### config.mk
export PLATFORM = sky130hd
export DESIGN_NAME = dds_phase_accum
export DESIGN_NICKNAME = d
export VERILOG_FILES = /design/src/rtl/dds_phase_accum.sv
export SDC_FILE = /design/constraint.sdc
export NUM_CORES = 1
export LEC_CHECK = 0
export CORE_MARGIN = 3
export CORE_UTILIZATION = 40
export CTS_CLUSTER_SIZE = 20
export DETAILED_ROUTE_END_ITERATION = 10
export SETUP_SLACK_MARGIN = 0.02
export SYNTH_ARGS = -nofsm -noshare
export SYNTH_HDL_FRONTEND = slang
export SYNTH_SLANG_ARGS = --single-unit
export TNS_END_PERCENT = 30
### constraint.sdc
create_clock -name clk -period 4.7 [get_ports clk]
set_clock_uncertainty 0.1 [all_clocks]
set_input_delay 0.705 -clock clk [delete_from_list [all_inputs] [get_ports clk]]
set_output_delay 0.705 -clock clk [all_outputs]
set_load 0.01 [all_outputs]
### src/rtl/dds_phase_accum.sv
// dds_phase_accum: phase accumulator front end for a CORDIC DDS.
// Holds an AW-bit accumulator stepped by an active tuning word. The word is
// loaded through a ready/valid handshake or ramped by a linear sweep. The
// registered output is the top DW accumulator bits plus a phase offset.
// Optional feature macro: DDS_PHASE_DITHER_EN. When it is defined, a 16-bit
// LFSR adds dither below the truncation point.
module dds_phase_accum #(
  parameter int DW = 16,
  parameter int AW = 32
) (
  input  logic          clk,
  input  logic          rst,
  input  logic          en,
  input  logic [AW-1:0] ftw_in,
  input  logic          ftw_valid,
  output logic          ftw_ready,
  input  logic [DW-1:0] poff_in,
  input  logic          sweep_start,
  input  logic [AW-1:0] sweep_step,
  input  logic [AW-1:0] sweep_stop,
  output logic [DW-1:0] phase_out,
  output logic          phase_valid,
  output logic          sweeping
);

  typedef enum logic [1:0] {
    S_IDLE  = 2'd0,
    S_RUN   = 2'd1,
    S_SWEEP = 2'd2
  } state_t;

  state_t          r_state;
  state_t          w_state_nxt;
  logic [AW-1:0]   r_acc;
  logic [AW-1:0]   r_ftw_cur;
  logic [AW-1:0]   w_ftw_nxt;
  logic [DW-1:0]   r_phase;
  logic            r_phase_vld;
  logic            w_ftw_rdy;
  logic            w_ftw_hs;
  logic            w_active;
  logic [AW:0]     w_sweep_sum;
  logic            w_sweep_done;
  logic [AW-1:0]   w_acc_q;

  // The accumulator only moves while the block is producing samples.
  assign w_active = (r_state == S_RUN) || (r_state == S_SWEEP);

  // A tuning-word load completes only when the state allows it.
  assign w_ftw_hs = ftw_valid & w_ftw_rdy;

  // The sweep sum carries one extra bit, so a large step cannot wrap
  // below the stop value and extend the ramp.
  assign w_sweep_sum  = {1'b0, r_ftw_cur} + {1'b0, sweep_step};
  assign w_sweep_done = (w_sweep_sum >= {1'b0, sweep_stop});

  // State register; reset forces IDLE.
  always_ff @(posedge clk or posedge rst) begin
    if (rst) r_state <= S_IDLE;
    else     r_state <= w_state_nxt;
  end

  // Next state and handshake readiness. A low en always wins.
  always_comb begin
    w_state_nxt = r_state;
    w_ftw_rdy   = 1'b1;
    case (r_state)
      S_IDLE: begin
        if (en) w_state_nxt = S_RUN;
      end
      S_RUN: begin
        if (!en)
          w_state_nxt = S_IDLE;
        else if (sweep_start && !w_ftw_hs)
          w_state_nxt = S_SWEEP;
      end
      S_SWEEP: begin
        w_ftw_rdy = 1'b0;
        if (!en)
          w_state_nxt = S_IDLE;
        else if (w_sweep_done)
          w_state_nxt = S_RUN;
      end
      default: begin
        w_state_nxt = S_IDLE;
      end
    endcase
  end

  // Next active tuning word. A handshake load wins; otherwise the word
  // ramps during a sweep and is clamped at the stop value on the last step.
  // When en drops mid-sweep, the word freezes where it is.
  always_comb begin
    w_ftw_nxt = r_ftw_cur;
    if (w_ftw_hs)
      w_ftw_nxt = ftw_in;
    else if ((r_state == S_SWEEP) && en)
      w_ftw_nxt = w_sweep_done ? sweep_stop : w_sweep_sum[AW-1:0];
  end

  // Active tuning word register.
  always_ff @(posedge clk or posedge rst) begin
    if (rst) r_ftw_cur <= '0;
    else     r_ftw_cur <= w_ftw_nxt;
  end

`ifdef DDS_PHASE_DITHER_EN
  logic [15:0] r_lfsr;
  logic        w_lfsr_fb;

  // Fibonacci feedback taps 16,14,13,11.
  assign w_lfsr_fb = r_lfsr[15] ^ r_lfsr[13] ^ r_lfsr[12] ^ r_lfsr[10];

  // The LFSR advances only on sample-producing cycles, so the dither
  // sequence is repeatable from reset.
  always_ff @(posedge clk or posedge rst) begin
    if (rst)           r_lfsr <= 16'hACE1;
    else if (w_active) r_lfsr <= {r_lfsr[14:0], w_lfsr_fb};
  end

  // Dither is added only to the truncated-away bits, so its mean shifts
  // the quantization error rather than the phase.
  assign w_acc_q = r_acc + AW'(r_lfsr[AW-DW-1:0]);
`else
  assign w_acc_q = r_acc;
`endif

  // Phase datapath. Each sample is taken from the accumulator before that
  // cycle's addition. A tuning-word change therefore shows up one sample
  // later with no gap. The accumulator and output hold in IDLE.
  always_ff @(posedge clk or posedge rst) begin
    if (rst) begin
      r_acc   <= '0;
      r_phase <= '0;
    end else if (w_active) begin
      r_phase <= w_acc_q[AW-1:AW-DW] + poff_in;
      r_acc   <= r_acc + r_ftw_cur;
    end
  end

  // The sample strobe follows the state with one cycle of latency.
  always_ff @(posedge clk or posedge rst) begin
    if (rst) r_phase_vld <= 1'b0;
    else     r_phase_vld <= w_active;
  end

  assign ftw_ready   = w_ftw_rdy;
  assign sweeping    = (r_state == S_SWEEP);
  assign phase_out   = r_phase;
  assign phase_valid = r_phase_vld;

endmodule

==> qor.yml <==
setup_path:
  worstSetupPathType: "in -> reg"
  crit_top_cell: "buf_6"
  endpoint_kind: "flip-flop"
  critPathMaxFanout: 8
  slowest_delay_ns: 0.41
  setup.worst_path.start_class: "input port"
  arrival_ns: 4.92
  cp_cell_sequence: "buf_6 -> ha_4 -> fa_2 -> a211oi_4 -> o21ai_2 -> a311oi_4 -> o21ai_4 -> a41oi_4 -> buf_6 -> nand2b_4 -> xor2_2 -> ha_1 -> nand4_1 -> or3_4 -> or3b_1 -> o22ai_2 -> o211ai_1 -> o211ai_4 -> buf_12 -> buf_16 -> mux2i_1 -> o21ai_1"
  required_ns: 4.81
  slowest_stage: "fa_2"
layout:
  syn_to_final_growth_pct: 39.7
  final.fill_count: 1880
  final_nets: 1466
  drive_above_1_share_pct: 22.2
global_routing:
  overflow: 0
  grt_start_max_net_pins: 36
  grt_pass1_wl_mm: 40.3
  grt_pass1_vias: 7922
  grt_use_total_pct: 22.0
  antenna_found_initial: 1
status:
  violations: "setup timing"
  status: "finished with violations"
detailed_routing:
  met1_length_mm: 12.8
  wl_met3_mm: 1.03
  highest_layer: "met4"
  ant_nets: 0
  drtIter0Drc: 453
  drt_first_pass_iters: 5
  post-route-drc-count: 0
  vias: 8113
  met2_length_mm: 11.1
  wire_per_inst_um: 16.7
  drt-vias-per-instance: 5.38
  routed_wl_mm: 25.3
logic_synthesis:
  syn_avg_cell_area_um2: 8.74
  synth-seq-cells: 83
  synth_cells: 969
  synth_cell_types: 80
  yosys.area.top_type: "dfrtp_1"
  syn-num-nets: 1203
  ys.flop_type: "dfrtp_1"
  synthArstFlopShare_pct: 100
  synthesis.area_um2: 8470
  synth_edf_count: 0
  synth_top_area_share_pct: 24.5
  ys.warnings.count: 0
  synthTopCellsByArea: "dfrtp_1, ha_1, a21oi_1"
  synth-seq-area-share_pct: 24.5
cts:
  cts.clk_slew.worst_paths_ns: 0.06
  clock_latency_ns: 0.34
  cts_made_buffers: 9
  htree_num_levels: 3
  clk_path_buf_depth: 2
  clock-sinks: 83
  root_buffer: "clkbuf_16"
  cts_hold_buf: 0
  cts_tree: "built"
sta:
  setup_ws_ns: -0.115
  worstMarginPinSlew_ns: 1.07
  period_minus_slack_ns: 4.81
  drv_slew: 0
  relSlewSlack_pct: 28.8
  finalHoldViolCount: 0
  finalSetupViolations: 34
  rsz0062_at_grt: "yes"
  period_share_pct: 102
  fin_hold_ws_ns: 0.379
  max_freq_mhz: 208
worst_hold_path:
  hold_path.class: "reg -> reg"
power_and_ir_drop:
  p_leak_uw: 0.00557
  powerDensity_nw_per_um2: 849
  vdd_ir_drop_max_mv: 0.307
placement:
  dpl_worst_slack_ns: -0.957
  place_hpwl_mm: 20.3
  io_buffers: 135
  gp_congestion: 0.954
floorplan:
  start_util_pct: 41.3
  die_x_um: 152
  die_h_um: 152
  die_area_um2: 23000
  core_area_um2: 20500
  fp-row-count: 52
  io_pins: 136
job:
  maxCapViolCount: 0
==> critical path: cells and delay by family <==
kind | cells | cell delay, ns
multiplexers | 1 | 0.18
buffers and inverters | 4 | 0.54
AO/OA/AOI/OAI | 9 | 1.54
AND/OR/NAND/NOR | 4 | 0.93
XOR/XNOR | 1 | 0.15
adder cells (fa/ha/maj) | 3 | 0.86
==> cells in the final DEF (no fill, tap or decap), drive strengths merged, types with 22 or more instances in the layout <==
cell type	synthesis	routed
buf	7	150
mux2i	25	25
nand2	74	74
a21o	45	45
a21oi	70	70
xor2	22	22
a22oi	22	22
nor2	58	58
clkdlybuf4s50	0	125
inv	68	69
dfrtp	83	83
ha	114	114
nand3	24	24
xnor2	37	37
mux2	28	28
o21ai	63	63
==> synthesized netlist by cell type, drive strengths merged, types with 25 or more instances <==
| master | count |
|---|---|
| nand2 | 74 |
| ha | 114 |
| xnor2 | 37 |
| mux2 | 28 |
| a21o | 45 |
| a21oi | 70 |
| dfrtp | 83 |
| nor2 | 58 |
| mux2i | 25 |
| inv | 68 |
| o21ai | 63 |
==> final cells by class <==
cell class                 count  area, um2  share of cell area (%)
inverter                      68        256                    2.17
clock buffer                  10        229                    1.94
clock inverter                 6       62.6                   0.529
tap                          270        338                    2.86
timing repair buffer         283       2530                    21.4
antenna                        1       2.50                  0.0212
multi-input combinational    787       6330                    53.5
sequential                    83       2080                    17.6
==> layer usage <==
| layer | vias up | track usage [%] |
|---|---|---|
| met3 | 16 | 2.17 |
| met5 | - | 0 |
| met1 | 3784 | 33.5 |
| li1 | 4127 | - |
| met4 | 0 | 5.30 |
| met2 | 186 | 33.6 |
==> power breakdown <==
group,total [uW],switching (uW),internal [uW],leakage (uW)
sequential,1500,394,1100,0.000987
clock,706,293,413,0.000147
combinational,7830,3800,4030,0.00444
total,10000,4490,5550,0.00557
==> path summary, 6_finish.rpt <==
| path | cells after the start | startpoint | slack, ns | endpoint |
|---|---|---|---|---|
| worst max-delay path | 22 | sweep_step[0] | -0.11 | r_ftw_cur[18]$_DFFE_PP0P_ |
| worst min-delay path | 1 | phase_out[13]$_DFFE_PP0P_ | 0.38 | phase_out[13]$_DFFE_PP0P_ |
| worst max register to register | 21 | r_ftw_cur[0]$_DFFE_PP0P_ | -0.10 | r_ftw_cur[18]$_DFFE_PP0P_ |
| worst min register to register | 1 | phase_out[13]$_DFFE_PP0P_ | 0.38 | phase_out[13]$_DFFE_PP0P_ |
| max in group asynchronous | 3 | rst | 2.99 | r_ftw_cur[24]$_DFFE_PP0P_ |
| min in group asynchronous | 2 | rst | 0.64 | r_acc[1]$_DFFE_PP0P_ |
==> per-stage QoR <==
step                instances  TNS, ns  util [%]  total power, uW  cell area [um2]
global placement         1466   -25.39      53.5             8490            11000
global route             1508   -10.65      57.7            10900            11800
floorplan                 969   -0.964         -             6300             8490
detailed placement       1466   -29.64      53.5             8580            11000
finish                   1508    -2.13      57.7            10000            11800
CTS                      1501    -3.56      57.1             9880            11700
==> cell families after synthesis <==
group,share of synthesized area [%]
AO/OA/AOI/OAI,26.5
XOR/XNOR,6.10
adder cells (fa/ha/maj),17.6
buffers and inverters,4.88
flip-flops,24.5
multiplexers,6.68
AND/OR/NAND/NOR,13.8
==> sequential cells by signal, summed over array words and instances (netlist names) <==
name,count
r_acc,32
phase_out,16
r_ftw_cur,32
r_state,2
phase_valid,1
==> repair_timing <==
| item | CTS | global route |
|---|---|---|
| pin swaps | 46 | 25 |
| gates resized for setup | 74 | 13 |
| setup buffers | 17 | 6 |
| endpoints found under the setup margin | 34 | 34 |
| gates cloned | 2 | 0 |
Note: power is estimated with default switching activity, not from simulation.
